File: config.mk
export PLATFORM = sky130hd
export DESIGN_NAME = load_store_unit
export DESIGN_NICKNAME = d
export VERILOG_FILES = /design/src/rtl/load_store_unit_pkg.sv /design/src/rtl/lsu_load_extend.sv /design/src/rtl/load_store_unit.sv
export SDC_FILE = /design/constraint.sdc
export NUM_CORES = 1
export LEC_CHECK = 0
export BUFFER_PORTS_ARGS = -buffer_cell sky130_fd_sc_hd__buf_2
export CAP_MARGIN = 20
export CELL_PAD_IN_SITES_DETAIL_PLACEMENT = 1
export CELL_PAD_IN_SITES_GLOBAL_PLACEMENT = 1
export CORE_ASPECT_RATIO = 1.2
export CORE_MARGIN = 2
export CORE_UTILIZATION = 37
export DETAILED_ROUTE_END_ITERATION = 16
export HOLD_SLACK_MARGIN = 0.05
export PLACE_DENSITY = 0.9
export SETUP_SLACK_MARGIN = 0.4
export SLEW_MARGIN = 20
export SYNTH_ARGS = -nofsm -noshare
export SYNTH_HDL_FRONTEND = slang
export SYNTH_SLANG_ARGS = --single-unit
File: constraint.sdc
create_clock -name clk -period 6.53 [get_ports clk]
set_input_delay 0.3265 -clock clk [delete_from_list [all_inputs] [get_ports clk]]
set_output_delay 0.3265 -clock clk [all_outputs]
set_load 0.01 [all_outputs]
File: src/rtl/load_store_unit_pkg.sv
// Shared state encoding, width/exception codes and small helpers for the
// load/store unit and its load-extension datapath.
package load_store_unit_pkg;

    typedef enum logic [1:0] {
        ST_IDLE   = 2'd0,
        ST_ACCESS = 2'd1,
        ST_RESP   = 2'd2
    } lsu_state_e;

    localparam logic [2:0] MEM_BYTE  = 3'b000;
    localparam logic [2:0] MEM_HALF  = 3'b001;
    localparam logic [2:0] MEM_WORD  = 3'b010;
    localparam logic [2:0] MEM_DWORD = 3'b011;

    localparam logic [1:0] LSU_EXC_NONE       = 2'b00;
    localparam logic [1:0] LSU_EXC_MISALIGNED = 2'b01;
    localparam logic [1:0] LSU_EXC_RANGE      = 2'b10;
    localparam logic [1:0] LSU_EXC_ILLEGAL    = 2'b11;

    // The only load funct3 without a defined access (no "LDU" in RV64).
    localparam logic [2:0] F3_LOAD_ILLEGAL = 3'b111;

    function automatic logic [3:0] access_bytes(input logic [2:0] funct3);
        return 4'd1 << funct3[1:0];
    endfunction

endpackage

File: src/rtl/lsu_load_extend.sv
// Combinational load-result extension: narrows raw memory data to the access
// width and sign- or zero-extends it according to funct3.
module lsu_load_extend
    import load_store_unit_pkg::*;
#(
    parameter int DATA_WIDTH = 64
) (
    input  logic [2:0]            funct3,
    input  logic [DATA_WIDTH-1:0] raw,
    output logic [DATA_WIDTH-1:0] data
);

    logic is_signed;
    assign is_signed = ~funct3[2];

    always_comb begin
        data = raw;
        unique case ({1'b0, funct3[1:0]})
            MEM_BYTE:  data = {{(DATA_WIDTH-8){raw[7] & is_signed}}, raw[7:0]};
            MEM_HALF:  data = {{(DATA_WIDTH-16){raw[15] & is_signed}}, raw[15:0]};
            MEM_WORD:  data = {{(DATA_WIDTH-32){raw[31] & is_signed}}, raw[31:0]};
            MEM_DWORD: data = raw;
            default:   data = raw;
        endcase
    end

endmodule

File: src/rtl/load_store_unit.sv
// Load/store unit: accepts one request at a time from execute, checks it,
// drives the data-memory port for MEM_LATENCY cycles and returns one response.
module load_store_unit
    import load_store_unit_pkg::*;
#(
    parameter int ADDR_WIDTH  = 10,
    parameter int DATA_WIDTH  = 64,
    parameter int MEM_LATENCY = 1
) (
    input  logic                  clk,
    input  logic                  rst,
    input  logic                  req_valid,
    output logic                  req_ready,
    input  logic                  req_is_store,
    input  logic [2:0]            req_funct3,
    input  logic [DATA_WIDTH-1:0] req_base,
    input  logic [DATA_WIDTH-1:0] req_offset,
    input  logic [DATA_WIDTH-1:0] req_wdata,
    input  logic [4:0]            req_rd,
    output logic [ADDR_WIDTH-1:0] mem_addr,
    output logic [2:0]            mem_width,
    output logic                  mem_we,
    output logic                  mem_re,
    output logic [DATA_WIDTH-1:0] mem_wdata,
    input  logic [DATA_WIDTH-1:0] mem_rdata,
    output logic                  resp_valid,
    input  logic                  resp_ready,
    output logic [DATA_WIDTH-1:0] resp_data,
    output logic [4:0]            resp_rd,
    output logic                  resp_is_store,
    output logic [1:0]            resp_exc,
    output logic [DATA_WIDTH-1:0] resp_addr,
    output logic                  busy
);

    // Handshakes: a transfer happens on a rising edge where valid && ready;
    // the initiator holds its payload stable while valid is high and not ready.

    localparam int EW    = DATA_WIDTH + 1;
    localparam int CNT_W = (MEM_LATENCY > 1) ? $clog2(MEM_LATENCY) : 1;
    localparam logic [CNT_W-1:0] CNT_INIT  = CNT_W'(MEM_LATENCY - 1);
    localparam logic [EW-1:0]    MEM_BYTES = EW'(1) << ADDR_WIDTH;

    lsu_state_e state, state_next;
    logic [CNT_W-1:0] cnt;

    logic                  r_is_store;
    logic [2:0]            r_funct3;
    logic [DATA_WIDTH-1:0] r_ea;
    logic [DATA_WIDTH-1:0] r_wdata;
    logic [4:0]            r_rd;

    logic [DATA_WIDTH-1:0] ea;
    logic [3:0]            size;
    logic [EW-1:0]         ea_end;
    logic [1:0]            exc;
    logic [DATA_WIDTH-1:0] ext_data;

    assign ea     = req_base + req_offset;
    assign size   = access_bytes(req_funct3);
    assign ea_end = {1'b0, ea} + EW'(size);

    // The end address is checked one bit wider so addresses near 2**64 cannot wrap into range.
    always_comb begin
        exc = LSU_EXC_NONE;
        if (req_is_store ? req_funct3[2] : (req_funct3 == F3_LOAD_ILLEGAL))
            exc = LSU_EXC_ILLEGAL;
        else if ((ea[2:0] & (size[2:0] - 3'd1)) != 3'd0)
            exc = LSU_EXC_MISALIGNED;
        else if (ea_end > MEM_BYTES)
            exc = LSU_EXC_RANGE;
    end

    lsu_load_extend #(
        .DATA_WIDTH(DATA_WIDTH)
    ) u_load_extend (
        .funct3(r_funct3),
        .raw   (mem_rdata),
        .data  (ext_data)
    );

    always_ff @(posedge clk or posedge rst) begin
        if (rst) begin
            state      <= ST_IDLE;
            cnt        <= '0;
            r_is_store <= 1'b0;
            r_funct3   <= '0;
            r_ea       <= '0;
            r_wdata    <= '0;
            r_rd       <= '0;
            resp_data  <= '0;
            resp_exc   <= LSU_EXC_NONE;
        end else begin
            state <= state_next;
            unique case (state)
                ST_IDLE: begin
                    if (req_valid) begin
                        r_is_store <= req_is_store;
                        r_funct3   <= req_funct3;
                        r_ea       <= ea;
                        r_wdata    <= req_wdata;
                        r_rd       <= req_rd;
                        resp_exc   <= exc;
                        resp_data  <= '0;
                        cnt        <= CNT_INIT;
                    end
                end
                ST_ACCESS: begin
                    if (cnt == '0) begin
                        if (!r_is_store)
                            resp_data <= ext_data;
                    end else begin
                        cnt <= cnt - CNT_W'(1);
                    end
                end
                default: ;
            endcase
        end
    end

    // Memory strobes decode from state alone, so an async reset drops them at once.
    always_comb begin
        state_next = state;
        req_ready  = 1'b0;
        busy       = 1'b1;
        resp_valid = 1'b0;
        mem_we     = 1'b0;
        mem_re     = 1'b0;
        mem_addr   = '0;
        mem_width  = '0;
        mem_wdata  = '0;
        unique case (state)
            ST_IDLE: begin
                req_ready = 1'b1;
                busy      = 1'b0;
                if (req_valid)
                    state_next = (exc == LSU_EXC_NONE) ? ST_ACCESS : ST_RESP;
            end
            ST_ACCESS: begin
                mem_addr  = r_ea[ADDR_WIDTH-1:0];
                mem_width = {1'b0, r_funct3[1:0]};
                if (r_is_store) begin
                    mem_we    = (cnt == CNT_INIT);
                    mem_wdata = r_wdata;
                end else begin
                    mem_re = 1'b1;
                end
                if (cnt == '0)
                    state_next = ST_RESP;
            end
            ST_RESP: begin
                resp_valid = 1'b1;
                if (resp_ready)
                    state_next = ST_IDLE;
            end
            default: state_next = ST_IDLE;
        endcase
    end

    assign resp_rd       = r_rd;
    assign resp_is_store = r_is_store;
    assign resp_addr     = r_ea;

endmodule
======== After elaboration in Yosys (flattened, before gate mapping) ========
Index checks and enable logic that the tools add are counted.
word-level totals
  flip-flop bits (word level) ............. 206
  input bits .............................. 269
  output and inout port bits .............. 218
  word-level logic and storage cells ...... 68
cells by class
  add/subtract/negate cells ............... 4
  order comparisons ....................... 1
  equal/unequal tests ..................... 10
  shifts and indexed selects .............. 1
  muxes and demuxes ....................... 28
  bitwise gates (word level) .............. 6
  reductions and logical operators ........ 9
operator list
  kind                                                              count
  2-to-1 mux 64 bit                                                 5
  case mux 64 bit (4 select lines)                                  1
  case mux 64 bit (2 select lines)                                  1
  adder 64 x 4 -> 65 bit                                            1
  greater-than comparator 65 x 11 -> 1 bit (second input constant)  1
  adder 64 bit                                                      1
  2-to-1 mux 2 bit                                                  8
  2-to-1 mux 1 bit                                                  10
  2-to-1 mux 10 bit                                                 1
  != test 2 bit (second input constant)                             4
  equality test 2 bit (second input constant)                       3
  zero test 2 bit                                                   3
  case mux 2 bit (3 select lines)                                   1
  equality test 2 x 1 -> 1 bit (second input constant)              2
  AND reduction 2 bit                                               2
  AND reduction 4 bit                                               1
  << shifter 1 x 2 -> 4 bit (first input constant)                  1
  bitwise AND 1 bit                                                 3
  bitwise AND 3 bit                                                 1
  equality test 3 bit (second input constant)                       1
  AND reduction 3 bit                                               1
  nonzero test 3 bit                                                1
  subtractor 3 x 1 -> 3 bit (second input constant)                 1
  inverter 1 bit                                                    2
  3 further kinds                                                   3

======== Longest topological paths before layout ========
Gate-level depths: netlist (run 1).
  depth after elaboration ................. 10
  depth in mapped cells ................... 21
  mapped depth without buffers ............ 20

======== Cells and area by module ========
Synthesis (run 1) repeated with hierarchy kept, for this count alone.
second synthesis, totals
  cell total of the unflattened synthesis .. 2,063
  area, all modules ....................... 16,064.2 sq um
by module, submodules not included
  module           instances  cells an instance  area an instance (sq um)  seq. area each (sq um)
  load_store_unit  1          1,911              15,200.8                  5,129.9
  lsu_load_extend  1          152                863.3                     0.0

======== Worst setup path after synthesis (run 1) ========
OpenSTA, ideal clock, no wires.
  path kind ............................... input to register
  start point ............................. in req_base[0]
  end point ............................... reg state[1]
  setup time .............................. 134 ps
  arrival ................................. 4,623 ps
  required time ........................... 6,396 ps
  setup slack ............................. 1,772 ps
  stages on the path ...................... 19
  buffers on the path ..................... 1
  path through ............................ ha_1 -> inv_1 -> fa_1 -> nor2b_1 -> o31ai_1 -> a211oi_1 -> nor3_1 -> or3_4 -> or4b_4 -> buf_6 -> nor4_4 -> nand2_2 -> or4_4 -> or3_4 -> nor3_2 -> o22a_1 -> nand4_1 -> nor4_2 -> o311ai_1
between the ends
  longest elaborated chain between the ends .. 10
  elaborated cells between the ends (all ways) .. 12
  classes of those cells .................. 2 x add/sub; 1 x order compare; 6 x mux; 1 x bitwise; 2 x reduce/logical
RTL lines
  element                                   RTL line                text
  from (decl)                               load_store_unit.sv:16   input logic [DATA_WIDTH-1:0] req_base,
  adder 64 bit (*)                          load_store_unit.sv:59   assign ea = req_base + req_offset;
  adder 64 x 4 -> 65 bit                    load_store_unit.sv:61   assign ea_end = {1'b0, ea} + EW'(size);
  greater-than comparator 65 x 11 -> 1 bit  load_store_unit.sv:70   else if (ea_end > MEM_BYTES)
  2-to-1 mux 2 bit                          load_store_unit.sv:70
  2-to-1 mux 2 bit (*)                      load_store_unit.sv:68   else if ((ea[2:0] & (size[2:0] - 3'd1)) != 3'd0)
  2-to-1 mux 2 bit (*)                      load_store_unit.sv:66   if (req_is_store ? req_funct3[2] : (req_funct3 == F3_LOAD_ILLEGAL))
  zero test 2 bit (*)                       load_store_unit.sv:137  state_next = (exc == LSU_EXC_NONE) ? ST_ACCESS : ST_RESP;
  2-to-1 mux 2 bit (*)                      load_store_unit.sv:137
  2-to-1 mux 2 bit (*)                      load_store_unit.sv:136  if (req_valid)
  case mux 2 bit (3 select lines) (*)       load_store_unit.sv:132  unique case (state)
  to (signal assigned)                      load_store_unit.sv:94   state <= state_next;
  to (decl)                                 load_store_unit.sv:44   lsu_state_e state, state_next;
Mark *: on every way between the ends. The rest lies on a longest branch, timed or not. The select of a mux whose other input is x is not followed.
A chain may end at the register's enable or synchronous reset.

======== Worst setup path in the final report (run 1) ========
  start point ............................. in req_offset[0]
  end point ............................... reg state[1]
between the ends
  longest elaborated chain between the ends .. 10
  elaborated cells between the ends (all ways) .. 12
  classes of those cells .................. 2 x add/sub; 1 x order compare; 6 x mux; 1 x bitwise; 2 x reduce/logical
RTL lines
  element                                   RTL line                text
  from (decl)                               load_store_unit.sv:17   input logic [DATA_WIDTH-1:0] req_offset,
  adder 64 bit (*)                          load_store_unit.sv:59
  adder 64 x 4 -> 65 bit                    load_store_unit.sv:61
  greater-than comparator 65 x 11 -> 1 bit  load_store_unit.sv:70
  2-to-1 mux 2 bit                          load_store_unit.sv:70
  2-to-1 mux 2 bit (*)                      load_store_unit.sv:68
  2-to-1 mux 2 bit (*)                      load_store_unit.sv:66
  zero test 2 bit (*)                       load_store_unit.sv:137
  2-to-1 mux 2 bit (*)                      load_store_unit.sv:137
  2-to-1 mux 2 bit (*)                      load_store_unit.sv:136
  case mux 2 bit (3 select lines) (*)       load_store_unit.sv:132
Marks and branches as above.

==> flow_summary.ini, run 1 <==
[cells_and_area]
final_util = 0.4867
nets = 2736
fillers = 4919
synthToLayoutAreaGrowth_pct = 30.51
fin_cells = 2960
layout-drive-gt1-share = 0.2449

[worst_hold_path]
hold_path_class = primary input to flip-flop

[critical_path]
critPathLaunchType = primary input
critPathKind = primary input to flip-flop
path_common_cell = nand4_1
worstPathRequired_ps = 6930
arrival_ps = 6010
max_stage_delay_ps = 610
path_cells = buf_2 -> ha_1 -> inv_1 -> fa_1 -> nor2b_1 -> o31a_1 -> o2111ai_1 -> nand3_1 -> xor2_1 -> nand4_1 -> nor4_4 -> nand4_4 -> nor3_1 -> xnor2_1 -> or4_1 -> nor4_1 -> nand4_1 -> nor4_2 -> o311ai_1
path_max_fanout = 9
cp-end-kind = flip-flop
critPathSlowestCell = or4_1

[grt]
grt_start_max_net_pins = 112
grt_overflow = 0
antenna_found_initial = 13
grt_pass1_vias = 18770
grt_pass1_wl_um = 104100
track_usage = 0.3201

[clock_tree]
cts_htree_levels = 1
cts.sinks = 205
insertion_delay_ps = 550
clockBufferDepth = 3
holdBufCountCts = 80
cts.clk_slew.worst_paths_ps = 60
cts_tree = yes
post_cts_resized = 0
post_cts_buffers = 0
cts_buffers = 26
cts_root_buf = clkbuf_16

[detailed_routing]
drc_errors = 0
totalWireLength_um = 68970
vias = 17510
firstDrtPassIters = 5
drt_iter0_drc = 1080
drt.antenna.violating_nets = 0
post_drt_via_cell_ratio = 5.917
avgRoutedWirePerCell_um = 23.30

[synth]
synth_top_area_frac = 0.3488
yosysSeqAreaShare = 0.3488
synth_cell_types = 92
synth_ff_type = dfrtp_1
syn-cell-area_um2 = 14710
yosysMostFrequentCell = nand2_1
synthTopCellsByCount = 479 x nand2_1, 205 x dfrtp_1, 179 x o21ai_0
syn_inst = 1898
yosysWarnings = 0
synth_area_leaders = dfrtp_1 35%, nand2_1 12%, o21ai_0 6.1%
async_reset_ff_frac = 1.000
synth_edf_count = 0
yosysTopAreaCell = dfrtp_1
synth_nets = 2237
synth-seq-cells = 205
avgSynthCellArea_um2 = 7.748

[pwr]
leakagePower_uw = 0.009762
vdd_drop_max_mv = 0.1153
power_density_nw_per_um2 = 250.8

[die]
die_y_um = 222.4
core_um2 = 39440
dieArea_um2 = 41360
start_util = 0.3729
ioPinCount = 487
rows = 80
die_w_um = 186.0

[status]
status = complete, no violations

[timing]
fin_crit_ps = 5612
fin_hold_ws_ps = 75.74
relSlewSlack = 0.2959
maxSlewViolCount = 0
setup_viol = 0
fin_crit_sh = 0.8594
rsz0062_at_grt = no
fin_skew_ps = 10.93
finalSetupTns_ps = 0
tightest_slew_ps = 1043
hold_viol = 0
fmax_mhz = 178.2

[placed_design]
dpl.hpwl_um = 47110
dp.cells = 2822
io_buffer_count = 485
routabilityCongestion = 0.9987

[flow_run]
drv_cap = 0
-- metrics by stage --
stage | total power [uW] | instance area (um^2) | setup WS, ps
finish | 4814 | 19190 | 918.4
global route | 5039 | 19190 | 554.8
CTS | 4752 | 19170 | 881.0
detailed placement | 3238 | 17510 | 329.3
global placement | 3151 | 17510 | 541.4
floorplan | 2590 | 14710 | 607.7
-- kinds of logic (layout without fill, tap and decap cells) --
| group | count (synthesis) | after routing | share of synthesized area |
|---|---|---|---|
| mux | 18 | 18 | 0.01285 |
| compound gates | 525 | 525 | 0.2188 |
| xor+xnor | 62 | 62 | 0.03692 |
| buf+inv | 130 | 649 | 0.03522 |
| simple gates | 887 | 887 | 0.2865 |
| flops | 205 | 205 | 0.3488 |
| other cells | 1 | 11 | 0.0002550 |
| fa+ha+maj | 70 | 70 | 0.06058 |
-- cell usage in the layout (no fill, tap or decap), types with 8 or more instances in the layout --
master         instances
buf_2                485
nand2_1              478
dfrtp_1              204
o21ai_0              179
a21oi_1              156
nor2_1                92
and3_1                85
dlygate4sd3_1         80
ha_1                  68
nor3_1                36
and2_1                35
nand3_1               35
xnor2_1               34
a21o_1                31
xor2_1                28
nand4_1               27
clkbuf_16             27
a31oi_1               21
inv_1                 20
o211ai_1              18
a211oi_1              16
buf_4                 15
or3_1                 13
mux2i_1               11
diode_2               10
and4_1                10
nor4_1                10
o31ai_1               10
o21a_1                 8
a22o_1                 8
-- routing by layer --
| layer | GRT usage | routed length, um |
|---|---|---|
| met1 | 0.3395 | 24630 |
| met2 | 0.5435 | 33310 |
| met3 | 0.07868 | 5373 |
| met4 | 0.2408 | 5638 |
| met5 | 0 | 26 |
-- report_power, final --
group	leakage, uW	switching (uW)	internal [uW]
registers	0.00263	158	1480
logic	0.00671	1120	581
clock network	0.000417	620	848
total	0.00976	1900	2910
-- worst paths after layout --
check,depth (start not counted),slack [ps],to,startpoint
setup reg to reg,5,3180,resp_data[25],r_funct3[1]
hold reg to reg,2,470,r_wdata[17],r_wdata[17]
setup / recovery,19,920,state[1],req_offset[0]
hold / removal,3,80,resp_data[63],mem_rdata[63]
max in group asynchronous,4,4690,resp_is_store,rst
min in group asynchronous,3,380,resp_data[25],rst
-- area by class of cell --
type                    instances  area [um^2]  share of cell area
clock buffers                  37        753.2             0.03924
clock inverters                11        100.1            0.005215
repair buffers                580         3341              0.1741
inverters                      21        86.33            0.004498
flip-flops and latches        205         5131              0.2673
multi-input cells            1563         9090              0.4736
well taps                     533        666.9             0.03475
diodes                         10        25.02            0.001304
-- critical path: cells and delay by family --
kind / cells / cell delay [ps]
buffers and inverters: 2 / 160
XOR/XNOR: 2 / 610
AO/OA/AOI/OAI: 3 / 630
adder cells (fa/ha/maj): 2 / 610
AND/OR/NAND/NOR: 10 / 3660
-- state kept, by name (all words and copies together) (netlist names) --
register / flops
r_funct3: 3
r_wdata: 64
resp_addr: 64
resp_data: 64
resp_exc: 2
resp_is_store: 1
resp_rd: 5
state: 2
(Power assumes the default switching activity.)
==> run 2: changes to the inputs <==
--- a/config.mk
+++ b/config.mk
@@ -5,6 +5,7 @@
 export SDC_FILE = /design/constraint.sdc
 export NUM_CORES = 1
 export LEC_CHECK = 0
+export ABC_AREA = 1
 export BUFFER_PORTS_ARGS = -buffer_cell sky130_fd_sc_hd__buf_2
 export CAP_MARGIN = 20
 export CELL_PAD_IN_SITES_DETAIL_PLACEMENT = 1
@@ -14,7 +15,7 @@
 export CORE_UTILIZATION = 37
 export DETAILED_ROUTE_END_ITERATION = 16
 export HOLD_SLACK_MARGIN = 0.05
-export PLACE_DENSITY = 0.9
+export PLACE_DENSITY = 0.91
 export SETUP_SLACK_MARGIN = 0.4
 export SLEW_MARGIN = 20
 export SYNTH_ARGS = -nofsm -noshare
==> flow_summary.ini, run 2 <==
[detailed_routing]
firstDrtPassIters = 5
avgRoutedWirePerCell_um = 22.14
vias = 22880
drt.antenna.violating_nets = 0
drt_iter0_drc = 1683
totalWireLength_um = 94800
post_drt_via_cell_ratio = 5.345
drc_errors = 0

[synth]
synth_nets = 3437
synth-seq-cells = 205
synth_area_leaders = dfrtp_1 28%, nand2_1 24%, inv_1 10%
synth_cell_types = 45
async_reset_ff_frac = 1.000
avgSynthCellArea_um2 = 5.897
synth_ff_type = dfrtp_1
yosysMostFrequentCell = nand2_1
yosysWarnings = 0
syn_inst = 3098
yosysSeqAreaShare = 0.2808
syn-cell-area_um2 = 18270
synth_top_area_frac = 0.2808
synth_edf_count = 0
yosysTopAreaCell = dfrtp_1
synthTopCellsByCount = 1,148 x nand2_1, 494 x inv_1, 315 x nor2_1

[critical_path]
critPathSlowestCell = ha_1
path_max_fanout = 6
critPathKind = primary input to flip-flop
max_stage_delay_ps = 400
worstPathRequired_ps = 6960
critPathLaunchType = primary input
arrival_ps = 4810
path_common_cell = nand2_1
cp-end-kind = flip-flop

[timing]
hold_viol = 0
rsz0062_at_grt = no
relSlewSlack = 0.2627
finalSetupTns_ps = 0
maxSlewViolCount = 0
tightest_slew_ps = 1106
setup_viol = 0
fin_crit_ps = 4378
fin_crit_sh = 0.6704
fmax_mhz = 228.4
fin_skew_ps = 11.11

[grt]
grt_pass1_wl_um = 139400
grt_pass1_vias = 23760
grt_start_max_net_pins = 111
grt_overflow = 0
track_usage = 0.3606
antenna_found_initial = 5

[cells_and_area]
final_cell_mix = 1,148 x nand2_1, 491 x inv_1, 485 x buf_2
final_common_cell = nand2_1
fillers = 6813
nets = 3961
fin_cells = 4281
design_area_um2 = 22860
layout-drive-gt1-share = 0.1908
synthToLayoutAreaGrowth_pct = 25.13

[die]
start_util = 0.3729
die_y_um = 247.4
rows = 89
ioPinCount = 487
dieArea_um2 = 51180
core_um2 = 49000
die_w_um = 206.9

[clock_tree]
cts_tree = yes
insertion_delay_ps = 550
cts.clk_slew.worst_paths_ps = 60
cts_htree_levels = 1
post_cts_buffers = 0
clockBufferDepth = 3
cts_root_buf = clkbuf_16
cts_buffers = 24
post_cts_resized = 0
cts.sinks = 205

[pwr]
power_density_nw_per_um2 = 217.5
leakagePower_uw = 0.01312
vdd_drop_max_mv = 0.1474
total_power_uw = 4972

[placed_design]
place_area_um2 = 21310
dpl.hpwl_um = 71160
io_buffer_count = 485
routabilityCongestion = 1.022
dp.cells = 4158

[flow_run]
drv_cap = 0

[worst_hold_path]
hold_path_class = primary input to flip-flop

[status]
status = complete, no violations
[run 2: cell count changes in the layout (fill, tap and decap cells not counted), moves of 39 or more]
cell / previous run / this run
nand3_1: 35 / 210
a21oi_1: 156 / 103
nor2_2: 0 / 41
and3_1: 85 / 0
nor2_1: 92 / 314
nand4_1: 27 / 77
nand2_1: 478 / 1148
nand2_2: 1 / 40
inv_1: 20 / 491
[run 2: power by group]
part	switching, uW	leakage [uW]	total, uW	internal [uW]
Sequential	146	0.00262	1620	1470
Combinational	1390	0.0101	1970	581
Clock	604	0.000377	1380	780
[run 2: final timing paths]
path                                  to  slack [ps]  depth (start not counted)           from
setup / recovery                state[1]        2150                         29  req_offset[0]
hold / removal             resp_data[63]          70                          3  mem_rdata[63]
setup reg to reg           resp_data[11]        2550                          6       state[1]
hold reg to reg            resp_addr[15]         480                          2  resp_addr[15]
max in group asynchronous  resp_addr[58]        4760                          4            rst
min in group asynchronous    r_wdata[16]         420                          3            rst
[run 2: kinds of logic (layout without fill, tap and decap cells)]
group / after synthesis / in the layout / share of synthesized area
DFF: 205 / 205 / 0.2808
buffers and inverters: 594 / 1134 / 0.1222
adders and majority gates: 70 / 70 / 0.04876
xor gates and xnor gates: 29 / 29 / 0.01431
AOI/OAI and AO/OA: 291 / 291 / 0.08198
other: 1 / 7 / 0.0002053
and+or+nand+nor: 1908 / 1908 / 0.4517
[run 2: per-stage QoR]
stage / hold slack, ps / setup slack (ps) / utilization
2_1_floorplan: 442.2 / 607.7 / -
3_3_place_gp: 450.0 / 1816 / 0.4350
3_5_place_dp: 456.4 / 1716 / 0.4350
4_1_cts: 53.30 / 2282 / 0.4660
5_1_grt: 76.58 / 1767 / 0.4664
6_report: 67.56 / 2152 / 0.4666
[run 2: layout make-up]
class                      instances  area, um^2  area share
clock inverter                     5       41.29    0.001806
timing repair buffer             569        3246      0.1420
antenna                            6       15.01   0.0006568
clock buffer                      37       740.7     0.03240
tap                              637       797.0     0.03486
inverter                         523        1977     0.08648
multi-input combinational       2299       10910      0.4774
sequential                       205        5130      0.2244
[run 2: layer usage]
metal  vias up  part of all wire  wire, um  track usage
met2       986              0.48     45040       0.6253
met5         -            0.0012       111      0.01062
met1     10910              0.36     34510       0.3840
li1      10630                 -         -            -
met3       359             0.079      7489      0.08456
met4         6             0.081      7643       0.2516
[run 2: critical path, delay by kind of cell]
family                   cells  cell delay [ps]
AND/OR/NAND/NOR             20             2520
adder cells (fa/ha/maj)      3             1150
XOR/XNOR                     1              250
buffers and inverters        5              550
[run 2: timing repair]
| item | in CTS | in global routing |
|---|---|---|
| hold endpoints to repair | 146 | 1 |
| setup endpoints to repair | 0 | 0 |
| hold buffers | 74 | 1 |
==> run 3: changes to the inputs <==
--- a/config.mk
+++ b/config.mk
@@ -5,7 +5,7 @@
 export SDC_FILE = /design/constraint.sdc
 export NUM_CORES = 1
 export LEC_CHECK = 0
-export ABC_AREA = 1
+export ABC_AREA = 0
 export BUFFER_PORTS_ARGS = -buffer_cell sky130_fd_sc_hd__buf_2
 export CAP_MARGIN = 20
 export CELL_PAD_IN_SITES_DETAIL_PLACEMENT = 1
@@ -15,7 +15,7 @@
 export CORE_UTILIZATION = 37
 export DETAILED_ROUTE_END_ITERATION = 16
 export HOLD_SLACK_MARGIN = 0.05
-export PLACE_DENSITY = 0.91
+export PLACE_DENSITY = 0.9
 export SETUP_SLACK_MARGIN = 0.4
 export SLEW_MARGIN = 20
 export SYNTH_ARGS = -nofsm -noshare
==> constraint.sdc (replaced) <==
create_clock -name clk -period 4.4 [get_ports clk]
set_input_delay 0.22 -clock clk [delete_from_list [all_inputs] [get_ports clk]]
set_output_delay 0.22 -clock clk [all_outputs]
set_load 0.01 [all_outputs]
==> flow_summary.ini, run 3 (synthesized netlist as in run 1, its figures left out) <==
[grt]
grt_pass1_vias = 21450
track_usage = 0.3972
grt_start_max_net_pins = 166
grt_pass1_wl_um = 126300
grt_overflow = 0
antenna_found_initial = 10

[timing]
fmax_mhz = 198.4
relSlewSlack = 0.2304
hold_viol = 0
finalSetupTns_ps = -1777
fin_skew_ps = 19.98
tightest_slew_ps = 1154
maxSlewViolCount = 0
rsz0062_at_grt = yes
fin_ws_ps = -639.3
setup_viol = 3
fin_crit_sh = 1.145
fin_crit_ps = 5039

[clock_tree]
cts_root_buf = clkbuf_16
cts.clk_slew.worst_paths_ps = 80
cts.sinks = 205
cts_tree = yes
insertion_delay_ps = 520
cts_buffers = 21
cts_htree_levels = 1
clockBufferDepth = 3

[detailed_routing]
vias = 20410
post_drt_via_cell_ratio = 6.086
avgRoutedWirePerCell_um = 26.80
totalWireLength_um = 89850
drt.antenna.violating_nets = 0
drt_iter0_drc = 1942
drc_errors = 0
firstDrtPassIters = 6

[placed_design]
dpl.hpwl_um = 55230
place_area_um2 = 20170
routabilityCongestion = 0.9538
dp_slack_ps = -1014
io_buffer_count = 485
dp.cells = 3164

[pwr]
total_power_uw = 8107
power_switching_uw = 3364
vdd_drop_max_mv = 0.2917
leakagePower_uw = 0.01176
p_int_uw = 4742
seqPwrFrac = 0.316
power_density_nw_per_um2 = 354.6
clkPwrFrac = 0.253
comb_power_share = 0.431
p_sw_frac = 0.4150

[die]
dieArea_um2 = 41360
core_um2 = 39440
die_w_um = 186.0
ioPinCount = 487
start_util = 0.3729
die_y_um = 222.4
rows = 80

[flow_run]
drv_cap = 0

[critical_path]
critPathKind = primary input to flip-flop
reg2reg_depth = 6
r2r-start = resp_is_store
arrival_ps = 5430
cp-end-kind = flip-flop
r2r_setup_slack_ps = 1220
rr_endpoint = resp_data[38]
path_max_fanout = 7
critPathLaunchType = primary input
worstPathRequired_ps = 4790

[worst_hold_path]
min_to = resp_data[44]
min_from = mem_rdata[44]
hold_path_class = primary input to flip-flop
hold_path_depth = 3

[cells_and_area]
fillers = 4901
design_area_um2 = 22860
regArea_um2 = 5131
final_cell_mix = 482 x buf_2, 474 x nand2_1, 377 x buf_4
layout-drive-gt1-share = 0.3703
fin_cells = 3353
multi_input_area_um2 = 9671
synthToLayoutAreaGrowth_pct = 55.45
final_common_cell = buf_2
nets = 3136

[status]
violations = setup timing
status = complete, but fails checks
run 3: cell type report:
class,count,area share
antenna,9,0.0009852
clock buffer,24,0.02436
clock inverter,13,0.008429
inverter,21,0.003612
multi-input combinational,1563,0.4230
sequential,205,0.2245
tap,533,0.02917
timing repair buffer,985,0.2860
run 3: worst max-delay path by stage:
| stage | start | cells past startpoint | slack, ps | end |
|---|---|---|---|---|
| CTS | req_base[2] | 17 | -130 | resp_exc[1] |
| finish | req_base[5] | 22 | -640 | resp_exc[1] |
| detailed placement | req_base[0] | 20 | -1010 | resp_exc[1] |
| global route | req_base[5] | 22 | -1090 | resp_exc[1] |
| floorplan | req_base[0] | 21 | -8 | state[1] |
| global placement | req_base[12] | 18 | -650 | resp_exc[1] |
run 3: what timing repair did:
action,CTS,global route
hold buffers,120,0
pin swaps,9,22
endpoints found under the setup margin,3,3
buffers inserted,9,14
resized for setup,30,77
hold endpoints to repair,178,0
run 3: power groups by stage:
stage / registers [uW] / logic, uW / clock network [uW]
final: 2560 / 3490 / 2050
after global routing: 2570 / 3680 / 2120
after floorplan: 2460 / 1390 / 0
after CTS: 2490 / 3070 / 2030
after detailed placement: 2500 / 2910 / 0
after global placement: 2480 / 2750 / 0
run 3: critical path, cell delays in order:
cell       delay, ps
buf_2            110
ha_1             300
buf_4            180
o21ai_0          290
a21oi_1          150
a211oi_1         470
or2_1            450
buf_4            230
nor4_4            40
buf_4            180
buf_4            170
nand3_1          130
buf_4            140
mux2i_1          270
a31oi_1          230
a2111oi_4        370
nand4_1          170
or4_4            460
nor4_2           160
nand4_1          240
nor3_2           330
o21ai_1          110
run 3: metrics by stage:
step / util / hold slack (ps)
after floorplan: - / 325.4
after detailed placement: 0.5114 / 416.7
after global placement: 0.5114 / 412.7
after CTS: 0.5667 / 51.25
after global routing: 0.5795 / 93.96
final: 0.5797 / 58.85
run 3: per-layer routing:
metal	track usage	routed length, um	up-vias
met5	0	16	-
met4	0.2949	8265	2
met3	0.1016	8487	547
met2	0.6649	41760	1410
met1	0.4286	31320	9911
li1	-	-	8535
